## src/rtl/id_operand_interlock.sv

```systemverilog
// Decode-stage operand unit for the 5-stage MIPS pipeline.
// Holds the fetched instruction while the pipe is stalled. Resolves the rs and rt
// operands from the forwarding channels (channel 0 is the youngest) or from the regfile.
// Raises the load-use interlock and runs a stall watchdog.
// Optional feature macro: FWD_STATS_EN enables the stall and load-use statistics counters.
module id_operand_interlock #(
  parameter int DATA_W        = 32,
  parameter int REG_AW        = 5,
  parameter int NUM_FWD       = 3,
  parameter int TO_W          = 8,
  parameter int STALL_TIMEOUT = 200
) (
  input  logic                      clk,
  input  logic                      rst,
  input  logic                      flush,
  input  logic                      pipe_stall,
  input  logic                      inst_valid,
  input  logic [31:0]               inst_in,
  input  logic                      rs_used,
  input  logic                      rt_used,
  input  logic [DATA_W-1:0]         rf_rdata1,
  input  logic [DATA_W-1:0]         rf_rdata2,
  input  logic [NUM_FWD-1:0]        fwd_we,
  input  logic [NUM_FWD-1:0]        fwd_load,
  input  logic [NUM_FWD*REG_AW-1:0] fwd_waddr,
  input  logic [NUM_FWD*DATA_W-1:0] fwd_wdata,
  output logic [31:0]               inst_out,
  output logic                      inst_out_vld,
  output logic [DATA_W-1:0]         rs_value,
  output logic [DATA_W-1:0]         rt_value,
  output logic                      stallreq,
  output logic                      err_timeout,
  output logic [31:0]               stat_stalls,
  output logic [31:0]               stat_lduse
);

  localparam logic [0:0] ST_PASS = 1'b0;
  localparam logic [0:0] ST_HOLD = 1'b1;

  typedef struct packed {
    logic [DATA_W-1:0] value;
    logic              pend;
  } opnd_t;

  logic [0:0]        state;
  logic [31:0]       hold_reg;
  logic [TO_W-1:0]   to_cnt;
  logic [TO_W-1:0]   to_cnt_inc;
  logic              hold;
  logic [REG_AW-1:0] rs_addr, rt_addr;
  opnd_t             rs_r, rt_r;

  // Youngest matching channel wins. Register $0 never matches and always reads as zero.
  function automatic opnd_t resolve(
    input logic [REG_AW-1:0]         src,
    input logic [DATA_W-1:0]         rf,
    input logic [NUM_FWD-1:0]        we,
    input logic [NUM_FWD-1:0]        ld,
    input logic [NUM_FWD*REG_AW-1:0] wa,
    input logic [NUM_FWD*DATA_W-1:0] wd
  );
    opnd_t r;
    logic  found;
    r.value = rf;
    r.pend  = 1'b0;
    found   = 1'b0;
    if (src == '0) begin
      r.value = '0;
    end else begin
      for (int i = 0; i < NUM_FWD; i++) begin
        if (!found && we[i] && (wa[i*REG_AW +: REG_AW] == src)) begin
          found   = 1'b1;
          r.value = wd[i*DATA_W +: DATA_W];
          r.pend  = ld[i];
        end
      end
    end
    return r;
  endfunction

  // Instruction select. A flush or reset kills the valid flag in the same cycle.
  always_comb begin
    inst_out     = (state == ST_HOLD) ? hold_reg : inst_in;
    inst_out_vld = ~rst & ~flush & ((state == ST_HOLD) | inst_valid);
  end

  assign rs_addr = inst_out[21 +: REG_AW];
  assign rt_addr = inst_out[16 +: REG_AW];

  // Operand resolution and the load-use interlock. Pure combinational logic, no added latency.
  always_comb begin
    rs_r     = resolve(rs_addr, rf_rdata1, fwd_we, fwd_load, fwd_waddr, fwd_wdata);
    rt_r     = resolve(rt_addr, rf_rdata2, fwd_we, fwd_load, fwd_waddr, fwd_wdata);
    rs_value = rs_r.value;
    rt_value = rt_r.value;
    stallreq = inst_out_vld & ((rs_used & rs_r.pend) | (rt_used & rt_r.pend));
  end

  assign hold = stallreq | pipe_stall;

  // PASS/HOLD state and the held instruction. A flush always returns to PASS.
  always_ff @(posedge clk) begin
    if (rst) begin
      state    <= ST_PASS;
      hold_reg <= '0;
    end else begin
      case (state)
        ST_PASS: if (hold && inst_valid && !flush) begin
          state    <= ST_HOLD;
          hold_reg <= inst_in;
        end
        default: if (flush || !hold) state <= ST_PASS;
      endcase
    end
  end

  assign to_cnt_inc = (to_cnt == {TO_W{1'b1}}) ? to_cnt : to_cnt + 1'b1;

  // Watchdog on consecutive HOLD cycles. The error is sticky until reset.
  always_ff @(posedge clk) begin
    if (rst) begin
      to_cnt      <= '0;
      err_timeout <= 1'b0;
    end else begin
      if (state == ST_HOLD && !flush) begin
        to_cnt <= to_cnt_inc;
        if (to_cnt_inc == TO_W'(STALL_TIMEOUT)) err_timeout <= 1'b1;
      end else begin
        to_cnt <= '0;
      end
    end
  end

`ifdef FWD_STATS_EN
  logic [31:0] stalls_q, lduse_q;
  logic        stallreq_q;

  // Saturating counters: hold cycles with a live instruction, and rising edges of the interlock.
  always_ff @(posedge clk) begin
    if (rst) begin
      stalls_q   <= '0;
      lduse_q    <= '0;
      stallreq_q <= 1'b0;
    end else begin
      stallreq_q <= stallreq;
      if (hold && inst_out_vld && stalls_q != 32'hFFFF_FFFF) stalls_q <= stalls_q + 1'b1;
      if (stallreq && !stallreq_q && lduse_q != 32'hFFFF_FFFF) lduse_q <= lduse_q + 1'b1;
    end
  end

  assign stat_stalls = stalls_q;
  assign stat_lduse  = lduse_q;
`else
  assign stat_stalls = '0;
  assign stat_lduse  = '0;
`endif

endmodule
```

## config.mk

```make
export PLATFORM = sky130hd
export DESIGN_NAME = id_operand_interlock
export DESIGN_NICKNAME = d
export VERILOG_FILES = /design/src/rtl/id_operand_interlock.sv
export SDC_FILE = /design/constraint.sdc
export NUM_CORES = 1
export LEC_CHECK = 0
export CELL_PAD_IN_SITES_DETAIL_PLACEMENT = 0
export CELL_PAD_IN_SITES_GLOBAL_PLACEMENT = 2
export CORE_MARGIN = 5
export CORE_UTILIZATION = 19
export CTS_CLUSTER_SIZE = 20
export DETAILED_ROUTE_END_ITERATION = 7
export GPL_ROUTABILITY_DRIVEN = 0
export PLACE_DENSITY = 0.87
export SLEW_MARGIN = 20
export SYNTH_ARGS = -nofsm -noshare
export SYNTH_HDL_FRONTEND = slang
export SYNTH_SLANG_ARGS = --single-unit
```

## constraint.sdc

```tcl
create_clock -name clk -period 9.43 [get_ports clk]
set_input_delay 2.3575 -clock clk [delete_from_list [all_inputs] [get_ports clk]]
set_output_delay 2.3575 -clock clk [all_outputs]
set_load 0.01 [all_outputs]
```

==> results <==
==> cells by family (layout without fill, tap and decap cells) <==
group,after synthesis,in the layout,share of synthesized area [%]
and+or+nand+nor,225,225,18.5
AOI/OAI and AO/OA,207,207,26.0
buffers and inverters,141,355,15.0
muxes,98,98,19.0
DFF,42,42,15.7
xor gates and xnor gates,34,34,5.55
adders and majority gates,1,1,0.233
other,1,65,0.0699
==> power breakdown <==
part,total [mW],internal [mW],switching (mW)
Combinational,0.342,0.199,0.143
Sequential,0.187,0.183,0.00442
Clock,0.194,0.125,0.0690
==> layout make-up <==
type	count	area, sq um
Sequential cell	42	842
Clock buffer	7	133
Fill cell	3021	19000
Clock inverter	1	30.0
Multi-Input combinational cell	629	3980
Inverter	14	52.6
Antenna cell	1	2.50
Timing Repair Buffer	333	3310
Tap cell	378	473
==> per-layer routing <==
| layer | routed length (um) | track usage, % | up-vias |
|---|---|---|---|
| li1 | - | - | 3091 |
| met1 | 10600 | 18.4 | 2826 |
| met2 | 12400 | 25.1 | 244 |
| met3 | 1880 | 2.99 | 38 |
| met4 | 595 | 3.90 | 2 |
| met5 | 8 | 0 | - |
==> critical path: stages <==
cell and delay, ns:
clkdlybuf4s50_1 0.42, mux2i_1 0.55, xnor2_1 0.16, nor4_1 0.42
and3_1 0.32, nand2_2 0.52, buf_4 0.44, nand2_1 0.08
o211ai_1 0.09, a21oi_1 0.17, clkdlybuf4s50_1 0.55
==> stage by stage <==
stage | cells | total power, mW | area (sq um) | hold WS [ns]
after floorplan | 812 | 0.349 | 5600 | 0.444
after global placement | 1396 | 0.534 | 8660 | 0.450
after CTS | 1404 | 0.732 | 8820 | 0.467
final | 1405 | 0.723 | 8820 | 0.465
after global routing | 1405 | 0.763 | 8820 | 0.485
after detailed placement | 1396 | 0.533 | 8660 | 0.458
==> synthesized netlist by cell type, types with 15 or more instances <==
cell type  count
mux2i_1       73
xnor2_1       25
dfxtp_1       42
a21bo_2       32
a21oi_1       99
clkbuf_1      38
nand3_1       45
buf_2         16
mux2_2        23
nand2_1      132
nor2_1        15
buf_4         68
o211ai_1      65
==> path summary, 6_finish.rpt <==
kind / slack, ns / depth (start not counted) / startpoint / end
hold / removal: 0.47 / 2 / hold_reg[19] / hold_reg[19]
setup / recovery: 0.95 / 11 / inst_in[23] / rs_value[7]
hold reg to reg: 0.47 / 2 / hold_reg[19] / hold_reg[19]
setup reg to reg: 5.53 / 9 / state / hold_reg[30]
==> flow_metrics.tcl <==
set metrics [dict create \
    seq_area_frac_synth_pct 15.7 \
    fin_crit_ns 8.48 \
    first_global_vias 6092 \
    cap_violations 0 \
    cp_max_fo 45 \
    postCtsSetupRepairBufs 0 \
    fin_setup_tns_ns 0 \
    maxSlewHeadroom_pct 34.7 \
    leakagePower_nw 3.62 \
    vdd_ir_drop_max_v 0.0000668 \
    layout_common_cells "clkdlybuf4s50_1, nand2_1, a21oi_1, mux2i_1, o211ai_1" \
    synth.cell_area_sq_um 5370 \
    postSynthCellCount 749 \
    place_ws_ns 0.973 \
    synth_area_leader_cell "dfxtp_1" \
    cts.htree.levels 2 \
    grt_pass1_wl_um 36600 \
    detail_route.wirelength_um 25500 \
    core-area_sq_um 27900 \
    yosysUniqueCellTypes 40 \
    die_w_um 178 \
    clockRootBuffer "clkbuf_16" \
    area_growth_pct 64.5 \
    final_core_util_pct 31.7 \
    synth-async-reset-ratio_pct 0 \
    die_area_sq_um 31700 \
    antenna_found_initial 2 \
    synth_edf_count 0 \
    fin_nets 1246 \
    cts_sinks 42 \
    ant_nets 0 \
    numCtsBuffers 5 \
    drive_gt1_share_pct 8.58 \
    cts_tree "built" \
    cp.arrival_ns 6.12 \
    setup_viol 0 \
    clk_pin_slew_worst_paths_ns 0.06 \
    crit_type "in2out" \
    insertion_delay_ns 0.28 \
    viasPerCell 4.41 \
    rsz0062_at_grt "no" \
    hold_buffers 0 \
    post-route-period-util_pct 89.9 \
    gr-total-overflow 0 \
    end_kind "output pin" \
    hpwl_um 19800 \
    vias 6201 \
    num_rows 61 \
    drt_iter0_drc 292 \
    hold_viol_final 0 \
    worst_pin_slew_ns 0.980 \
    globalRouteTotalUtil_pct 14.6 \
    largest_reg_flops 32 \
    ios 383 \
    synth.ff_latch_count 42 \
    max_freq_ghz 0.118 \
    drcViolationCount 0 \
    cts_resized 0 \
    slew_viol_final 0 \
    status "finished clean" \
    ys.flop_type "dfxtp_1" \
    required_ns 7.07 \
    wl_per_cell_um 18.2 \
    powerDensity_nw_per_um2 82.0 \
    yosys.area.top_type_share_pct 15.7 \
    clock-skew-final_ns 0.00663 \
    yosys-top-cells-area "dfxtp_1, mux2i_1, buf_4, a21oi_1, nand2_1" \
    final_common_cell "clkdlybuf4s50_1" \
    grt_max_degree 65 \
    yosysWarnings 0 \
    worst_slack_ns 0.951 \
    worstHoldPathType "reg2reg" \
    drt-pass1-iter-count 6 \
    initial_core_util_pct 19.3 \
    io_buffers 318 \
    syn_avg_cell_area_sq_um 7.16 \
    clockBufferDepth 2 \
    die_h_um 178 \
    startpoint_type "input pin" \
]
No activity file was read; power rests on OpenSTA's default activity.
